### src/rtl/fetch_sequencer.sv
// Instruction fetch sequencer: owns the fetch PC, drives a 1-cycle-latency imem and feeds decode
// through an output register plus one-entry skid buffer. Optional macro FETCH_ADDR_CHECK_EN.
module fetch_sequencer #(
  parameter logic [31:0] RESET_PC   = 32'h0000_3000,
  parameter int unsigned IMEM_WORDS = 1024
) (
  input  logic        clk,
  input  logic        reset,
  output logic        imem_req,
  output logic [31:0] imem_addr,
  input  logic [31:0] imem_rdata,
  input  logic        br_valid,
  input  logic [31:0] br_target,
  input  logic        id_ready,
  output logic        if_valid,
  output logic [31:0] if_pc,
  output logic [31:0] if_instr,
  output logic        if_fault
);

  if (IMEM_WORDS == 0 || RESET_PC[1:0] != 2'b00) begin : g_cfg_check
    $error("fetch_sequencer: IMEM_WORDS must be nonzero and RESET_PC word aligned");
  end

  logic [31:0] r_pc;
  logic        r_inflight;
  logic [31:0] r_inflight_pc;
  logic        r_out_valid;
  logic [31:0] r_out_pc;
  logic [31:0] r_out_instr;
  logic        r_skid_valid;
  logic [31:0] r_skid_pc;
  logic [31:0] r_skid_instr;

  logic        w_accept;
  logic        w_slot;
  logic        w_issue;
  logic        w_bad;
  logic        w_halt;
  logic [31:0] w_resp_instr;
  logic        w_load_out_resp;
  logic        w_load_skid;
  logic        w_load_out_skid;
  logic        w_drain;

  // A slot is the cycle the fetch pipe may take a new entry; w_issue is a slot that reaches imem.
  always_comb begin
    w_accept        = r_out_valid && id_ready;
    w_slot          = !reset && !br_valid && !r_skid_valid && !w_halt &&
                      !(r_out_valid && !id_ready && r_inflight);
    w_issue         = w_slot && !w_bad;
    w_load_out_resp = !br_valid && r_inflight && (!r_out_valid || (w_accept && !r_skid_valid));
    w_load_skid     = !br_valid && r_inflight && r_out_valid && !id_ready;
    w_load_out_skid = !br_valid && !r_inflight && w_accept && r_skid_valid;
    w_drain         = !br_valid && !r_inflight && w_accept && !r_skid_valid;
  end

  assign imem_req  = w_issue;
  assign imem_addr = r_pc;
  assign if_valid  = r_out_valid;
  assign if_pc     = r_out_pc;
  assign if_instr  = r_out_instr;

  always_ff @(posedge clk or posedge reset) begin
    if (reset) begin
      r_pc          <= RESET_PC;
      r_inflight    <= 1'b0;
      r_inflight_pc <= 32'h0;
      r_out_valid   <= 1'b0;
      r_out_pc      <= 32'h0;
      r_out_instr   <= 32'h0;
      r_skid_valid  <= 1'b0;
      r_skid_pc     <= 32'h0;
      r_skid_instr  <= 32'h0;
    end else if (br_valid) begin
      // Redirect wins over stalls and buffered entries; the response arriving now is dropped.
      r_pc         <= br_target;
      r_inflight   <= 1'b0;
      r_out_valid  <= 1'b0;
      r_skid_valid <= 1'b0;
    end else begin
      if (w_issue) begin
        r_pc <= r_pc + 32'd4;
      end
      r_inflight <= w_slot;
      if (w_slot) begin
        r_inflight_pc <= r_pc;
      end

      if (w_load_out_resp) begin
        r_out_valid <= 1'b1;
        r_out_pc    <= r_inflight_pc;
        r_out_instr <= w_resp_instr;
      end else if (w_load_out_skid) begin
        r_out_valid  <= 1'b1;
        r_out_pc     <= r_skid_pc;
        r_out_instr  <= r_skid_instr;
        r_skid_valid <= 1'b0;
      end else if (w_drain) begin
        r_out_valid <= 1'b0;
      end

      if (w_load_skid) begin
        r_skid_valid <= 1'b1;
        r_skid_pc    <= r_inflight_pc;
        r_skid_instr <= w_resp_instr;
      end
    end
  end

`ifdef FETCH_ADDR_CHECK_EN
  localparam logic [32:0] WinLo = {1'b0, RESET_PC};
  localparam logic [32:0] WinHi = WinLo + 33'(4 * IMEM_WORDS);

  logic r_halt;
  logic r_inflight_fault;
  logic r_out_fault;
  logic r_skid_fault;

  assign w_bad        = (r_pc[1:0] != 2'b00) || ({1'b0, r_pc} < WinLo) ||
                        ({1'b0, r_pc} >= WinHi);
  assign w_halt       = r_halt;
  assign w_resp_instr = r_inflight_fault ? 32'h0 : imem_rdata;
  assign if_fault     = r_out_fault;

  // A bad slot pushes a zero-data fault entry down the normal response path, then stalls fetch.
  always_ff @(posedge clk or posedge reset) begin
    if (reset) begin
      r_halt           <= 1'b0;
      r_inflight_fault <= 1'b0;
      r_out_fault      <= 1'b0;
      r_skid_fault     <= 1'b0;
    end else if (br_valid) begin
      r_halt <= 1'b0;
    end else begin
      if (w_slot && w_bad) begin
        r_halt <= 1'b1;
      end
      if (w_slot) begin
        r_inflight_fault <= w_bad;
      end
      if (w_load_out_resp) begin
        r_out_fault <= r_inflight_fault;
      end else if (w_load_out_skid) begin
        r_out_fault <= r_skid_fault;
      end
      if (w_load_skid) begin
        r_skid_fault <= r_inflight_fault;
      end
    end
  end
`else
  assign w_bad        = 1'b0;
  assign w_halt       = 1'b0;
  assign w_resp_instr = imem_rdata;
  assign if_fault     = 1'b0;
`endif

endmodule

### config.mk
export PLATFORM = sky130hd
export DESIGN_NAME = fetch_sequencer
export DESIGN_NICKNAME = d
export VERILOG_FILES = /design/src/rtl/fetch_sequencer.sv
export SDC_FILE = /design/constraint.sdc
export NUM_CORES = 1
export LEC_CHECK = 0
export CORE_UTILIZATION = 56
export CTS_CLUSTER_SIZE = 12
export DETAILED_ROUTE_END_ITERATION = 10
export GPL_ROUTABILITY_DRIVEN = 0
export GPL_TIMING_DRIVEN = 0
export PLACE_DENSITY = 0.85
export SLEW_MARGIN = 0
export SYNTH_ARGS = -nofsm -noshare
export SYNTH_HDL_FRONTEND = slang
export SYNTH_SLANG_ARGS = --single-unit
### constraint.sdc
create_clock -name clk -period 18.7 [get_ports clk]
set_input_delay 5.61 -clock clk [delete_from_list [all_inputs] [get_ports clk]]
set_output_delay 5.61 -clock clk [all_outputs]
set_load 0.03 [all_outputs]
# == After elaboration in Yosys (flattened, before gate mapping) ==
# Index checks and enable logic that the tools add are counted.
# totals
regBits,195
latchBits,0
ramBits,0
romBits,0
inputBits,68
output_inout_bits,99
memories,0
# classes
addsub,1
n_mul,0
div_mod_pow,0
magnitude_cmp,0
n_eq_ne,1
n_shift,0
muxes,15
bitwise,1
n_reduce_logical,31
# op_table
op,count
32-bit 2-to-1 mux,6
32-bit by 3-bit adder with 32-bit output (second input constant),1
1-bit logical AND,15
1-bit 2-to-1 mux,9
2-bit AND reduction,4
1-bit logical NOT,7
2-bit nonzero test,2
4-bit nonzero test,1
3-bit by 2-bit inequality test with 1-bit output (second input constant),1
3-bit nonzero test,1
1-bit logical OR,1
1-bit NOT,1

# == Longest topological paths before layout ==
# depth
ltp_word,8
ltp_mapped,8
mapped_depth_nobuf,5

# == Least setup slack after synthesis ==
# OpenSTA, ideal clock, no wires.
# synth_timing
path_kind,input-to-output
startpoint,input port br_valid
endpoint,output port imem_req
t_arrival_ns,6.887
required_ns,13.090
slack_ns,6.203
cell_stages,7
path_buffers,4
path_cell_list,buf_2 > nor3_4 > nand2_1 > buf_2 > clkbuf_1 > buf_2 > inv_1
# synth_via
elab_chain_cells,4
# synth_rtl
element,line_no,source
from (decl),12,"input logic br_valid,"
1-bit logical NOT,49,w_slot = !reset && !br_valid && !r_skid_valid && !w_halt &&
1-bit logical AND (3 in a row),49,
to (decl),9,"output logic imem_req,"
# No other way between the ends.

# == Final worst setup path ==
# layout_timing
startpoint,input port id_ready
endpoint,output port imem_req
# layout_via
elab_chain_cells,5
# layout_rtl
element,line_no,source
from (decl),14,"input logic id_ready,"
1-bit logical NOT,50,!(r_out_valid && !id_ready && r_inflight);
1-bit logical AND (2 in a row),50,
1-bit logical NOT,50,
1-bit logical AND,49,
# No other way between the ends.

==> results.ini <==
[timing]
final-setup-viol-count=0
skew_ns=0.00704
slew_headroom=0.245
worst_slew_pin_slew_ns=1.13
holdWs_ns=0.497
fin_setup_tns_ns=0
slew_viol_final=0
max_freq_ghz=0.0711
period_minus_slack_ns=14.06
final-hold-violation-count=0
rsz0062_at_grt=false
fin_crit_sh=0.752

[drt]
avgRoutedWirePerCell_um=18.3
wl_um=22300
ant_nets=0
viasPerCell=5.87
drc=0
vias=7138
wl_met3_um=1650
dr.pass1.iters=5
wl_met1_um=9400
met2WireLength_um=10500
drt_iter0_markers=715
dr.max_layer_used=met4

[critical_path]
critPathArrivalTime_ns=8.45
crit_type=in -> out
worstPathCellList=clkdlybuf4s50_1 > nand3b_1 > nand2_1 > buf_2 > clkbuf_1 > buf_2 > inv_1 > clkdlybuf4s50_1
cp-startpoint=id_ready
max_stage_delay_ns=0.60
crit_slowest_cell=clkdlybuf4s50_1
path_buf_inv=6
cp-start-kind=primary input
end_kind=output pin
timing.rr.start=if_valid$_DFFE_PP0P_
critPathRequiredTime_ns=13.09
crit_family=buffers and inverters
path_max_fanout=10

[clock_network]
cts_hold_buf=0
tritoncts=yes
clkTransAtPathRegs_ns=0.07
clk_latency_ns=0.43
cts_buffer_depth=2
clock-sinks=195
cts_buffers=17
cts_setup_buffers=0
cts_resized=0
htreeDepth=4
clock-root-buffer=clkbuf_16

[die]
die_w_um=127
ios=167
start_util=0.575
die_h_um=127
die_area_um2=16200
core_um2=15300
row_count=45

[pwr]
leakagePower_nw=5.33
ir_drop_uv=71.3
finalPower_mw=1.20
p_per_area_nw_per_um2=106

[logic_synthesis]
ys_seq_area_frac=0.557
synth_area_leader_cell=dfrtp_1
synth_top_area_frac=0.551
synthArstFlopShare=1.00
synth_area_um2=8770
synth-seq-cells=195
synth_area_leaders=dfrtp_1, mux2_2, mux2i_1
synth.avg_cell_area_um2=10.8
syn_inst=809
syn_nets=878
synthFlopType=dfrtp_1
synth.distinct_cells=59
synth_edf_count=0
synth_warnings=0

[global_routing]
gr-usage-all-layers=0.287
grt_start_max_net_pins=128
grt_overflow_total=0
grt_pass1_wl_um=35900
antenna_found_initial=0
grt_pass1_vias=6937

[hold_path]
hp-start=imem_addr[1]$_DFFE_PP0P_
hold_path_class=reg -> reg

[layout]
fillers=1091
syn_to_final_growth_pct=29.2
num-nets-final=1062
n_antenna_cell=0
drive_gt1_frac=0.145

[flow_run]
drv_cap=0

[placement]
io_buffers=164
dpl.hpwl_um=15200

[status]
status=finished, final reports clean

==> layout by cell type, fill, tap and decap left out, types with 3 or more instances in the layout <==
cell type          n
or3_1              5
a211o_1            3
dfrtp_1          193
o311ai_0           9
bufinv_16          3
nor4_1             9
mux2_2            66
nor3_1             6
a221o_1            5
inv_1              9
inv_6              4
nor2_1             7
o21ai_1            8
clkinv_4           4
o21ai_0           74
or2_2              5
or4_1              3
clkbuf_1          28
nor2b_1            4
clkbuf_16         17
buf_2             23
nand3_1           24
nand4_1           13
mux2i_1           66
and3_1             4
clkdlybuf4s50_1  164
a21oi_1            6
a22oi_1            7
o211ai_1           6
nand2_1          175
nand2b_1           3
nor4_2             3
==> cell type report <==
| type | instances | area (µm²) | share of cell area |
|---|---|---|---|
| repair buffers | 165 | 1670 | 0.147 |
| clock buffers | 19 | 443 | 0.0391 |
| multi-input cells | 549 | 3610 | 0.319 |
| well taps | 211 | 264 | 0.0233 |
| inverters | 11 | 48.8 | 0.00431 |
| clock inverters | 13 | 173 | 0.0152 |
| plain buffers | 54 | 236 | 0.0209 |
| flip-flops and latches | 195 | 4880 | 0.431 |
==> synthesized netlist by cell type (5+ instances only) <==
master and number:
nor4_1 9, nand3_1 24, o21ai_1 8, dfrtp_1 193, buf_2 23, a221o_1 5
a21oi_1 6, o311ai_0 9, nor3_1 6, o21ai_0 74, or2_2 5, mux2_2 66
a22oi_1 7, mux2i_1 66, nor2_1 7, nand2_1 175, nand4_1 13, clkbuf_1 27
inv_1 10, o211ai_1 6, or3_1 5
==> logic make-up (layout without fill, tap and decap cells) <==
group,Yosys count,after routing,synth area share
xor gates and xnor gates,1,1,0.000999
AOI/OAI and AO/OA,133,133,0.0939
other,1,1,0.000428
adders and majority gates,1,1,0.00143
DFF,195,195,0.557
and+or+nand+nor,279,279,0.152
buffers and inverters,65,262,0.0317
muxes,134,134,0.163
==> path summary, 6_finish.rpt <==
check                                                      to  slack (ns)  depth (start not counted)
worst max-delay path                                 imem_req        4.64                          8
worst min-delay path             r_inflight_pc[1]$_DFFE_PP0P_        0.50                          2
worst max register to register  r_inflight_pc[25]$_DFFE_PP0P_       16.42                          7
worst min register to register   r_inflight_pc[1]$_DFFE_PP0P_        0.50                          2
max in group asynchronous            imem_addr[9]$_DFFE_PP0P_       11.87                          3
min in group asynchronous           r_skid_pc[28]$_DFFE_PP0P_        5.81                          2
==> worst min-delay path, delay by kind of cell (launching register included) <==
family | cells | cell delay [ns]
flops | 1 | 0.37
simple gates | 2 | 0.10
==> sequential cells by signal, indices dropped and copies added (netlist names) <==
register,cells
if_instr,32
r_skid_instr,32
r_inflight,1
if_pc,32
r_skid_pc,32
r_skid_valid,1
imem_addr,32
if_valid,1
r_inflight_pc,32
==> report_power, final <==
part | internal (mW) | switching, mW
Combinational | 0.122 | 0.154
Clock | 0.217 | 0.165
Sequential | 0.490 | 0.0495
Total | 0.829 | 0.369
==> metal layers <==
| metal | GRT usage | vias to the layer above |
|---|---|---|
| li1 | - | 3247 |
| met1 | 0.383 | 3463 |
| met2 | 0.464 | 371 |
| met3 | 0.0515 | 57 |
| met4 | 0.130 | 0 |
| met5 | 0 | - |
==> metrics by stage <==
stage / util / instances / setup slack (ns) / area (µm²)
6_report: 0.742 / 1217 / 4.64 / 11300
5_1_grt: 0.742 / 1217 / 4.55 / 11300
4_1_cts: 0.742 / 1217 / 4.71 / 11300
3_5_place_dp: 0.702 / 1185 / 4.76 / 10700
3_3_place_gp: 0.699 / 1184 / 4.74 / 10700
2_1_floorplan: - / 809 / 6.20 / 8770
Power figures use the tool's default switching activity.
==> RTL edit (same flow settings) <==
Add an input register stage for `br_target`, without a reset; this delays it by one clock. The other inputs are not delayed to match.
--- a/src/rtl/fetch_sequencer.sv
+++ b/src/rtl/fetch_sequencer.sv
@@ -17,6 +17,12 @@
   output logic [31:0] if_instr,
   output logic        if_fault
 );
+
+  logic [31:0] br_target_q;
+
+  always_ff @(posedge clk) begin
+    br_target_q <= br_target;
+  end
 
   if (IMEM_WORDS == 0 || RESET_PC[1:0] != 2'b00) begin : g_cfg_check
     $error("fetch_sequencer: IMEM_WORDS must be nonzero and RESET_PC word aligned");
@@ -74,7 +80,7 @@
       r_skid_instr  <= 32'h0;
     end else if (br_valid) begin
       // Redirect wins over stalls and buffered entries; the response arriving now is dropped.
-      r_pc         <= br_target;
+      r_pc         <= br_target_q;
       r_inflight   <= 1'b0;
       r_out_valid  <= 1'b0;
       r_skid_valid <= 1'b0;
Formal check against the unedited RTL: not equivalent (Yosys sat finds a counterexample within 4 cycles, from zero or initial values and one cycle with reset high).
==> RTL edit against the unedited design <==
Synthesized area grew 4.9%. Register-to-register slack improved by 0.07 ns. Utilization decreased by 0.10 points. Final area grew 4.3%. Cell count grew 0.90%. Routed wire length decreased by 2.0%. Worst setup slack better by 0.26 ns. Synthesized cell count down 0.49%. Sequential cell count is 32 higher. Total power up 11%. Clock power increased by 8.9%.
==> RTL edit: results (changes against the unedited design) <==
| Metric | Value |
|---|---|
| Clk_lat worst skew | 0.50 ns (+0.07 ns) |
| Placement Setup Slack | 4.94 ns (+0.177 ns) |
| Largest net degree at the start of global routing | 110 (-14%) |
| CTS max path bufs | 3 (+1) |
| Post-DR vias/cell | 5.58 (-4.8%) |
| Dpl hpwl | 14,400 µm (-5.5%) |
| CTS Buf Count | 23 (+6) |
| PortBufs | 165 (+0.61%) |
| Slew HR | 0.528 (+0.283) |
| Final critical-path required period | 13.80 ns (-0.263 ns) |
| Vias in the first global route | 6,859 (-1.1%) |
| Max VDD drop | 0.0802 mV (+12%) |
| Fill cell count | 1,086 (-0.46%) |
| Ys async rst share | 0.859 (-0.141) |
| First-pass GRT wire length | 35,000 µm (-2.4%) |
| Routing usage on met1 | 0.364 (-0.0189) |
| Number of DRC markers in iteration 0 | 620 (-13%) |
| CP max stage delay | 0.68 ns (+0.08 ns) |
| Core area | 15,900 µm² (+4.5%) |
| Synth top cells by count | dfrtp_1, nand2_1, nor2_1 |
| H-tree depth | 1 (-3) |
| Routing usage on met2 | 0.437 (-0.0273) |
| Pleak | 5.14 nW (-3.6%) |
| Worst Path Arrival | 8.19 ns (-0.26 ns) |
| Clock Skews | 0.0106 ns (+0.00352 ns) |
| GRT met3 Usage | 0.0385 (-0.0130) |
| Status | finished, final reports clean |
| TritonCTS Sinks | 227 (+16%) |
| Register area share after synthesis | 0.601 (+0.0438) |
| Top cells by area, synth | dfrtp_1, mux2_2, mux2i_1, dfxtp_1, nand2_1 |
| Int Pwr | 0.933 mW (+13%) |
-- RTL edit: final timing paths --
path,cells past startpoint,to,slack (ns),from
hold reg to reg,2,imem_addr[2],0.43,br_target_q[2]
setup reg to reg,6,if_instr[13],16.49,r_skid_valid
min in group asynchronous,2,r_inflight_pc[19],5.72,reset
max in group asynchronous,3,r_skid_instr[24],12.06,reset
setup / recovery,8,imem_req,4.90,id_ready
hold / removal,2,imem_addr[2],0.43,br_target_q[2]
-- RTL edit: per-stage QoR --
stage	instances	utilization
final	1228	0.741
after global routing	1228	0.741
after detailed placement	1187	0.699
after floorplan	805	-
after global placement	1186	0.697
after CTS	1228	0.741
-- RTL edit: cell families (layout without fill, tap and decap cells) --
family,after synthesis,in the layout,synth area share
and+or+nand+nor,258,258,0.127
other,1,1,0.000408
muxes,134,134,0.155
DFF,227,227,0.601
AOI/OAI and AO/OA,125,125,0.0829
buffers and inverters,57,264,0.0306
adders and majority gates,1,1,0.00136
xor gates and xnor gates,2,2,0.00191
-- RTL edit: power groups by stage --
stage / clock (mW) / sequential (mW) / combinational [mW]
floorplan: 0 / 0.687 / 0.101
global placement: 0 / 0.622 / 0.285
detailed placement: 0 / 0.626 / 0.293
CTS: 0.422 / 0.618 / 0.297
global route: 0.442 / 0.628 / 0.317
finish: 0.415 / 0.619 / 0.295
-- RTL edit: cell type report --
type	instances	share of cell area
plain buffers	48	0.0209
clock buffers	40	0.0558
clock inverters	1	0.000424
inverters	9	0.00360
multi-input cells	521	0.287
flip-flops and latches	227	0.467
well taps	216	0.0229
repair buffers	166	0.142
-- RTL edit: metal layers --
layer / part of all wire / routed length (µm)
met2: 0.48 / 10400
met5: 0 / 0
met1: 0.44 / 9680
met4: 0.021 / 467
met3: 0.058 / 1270
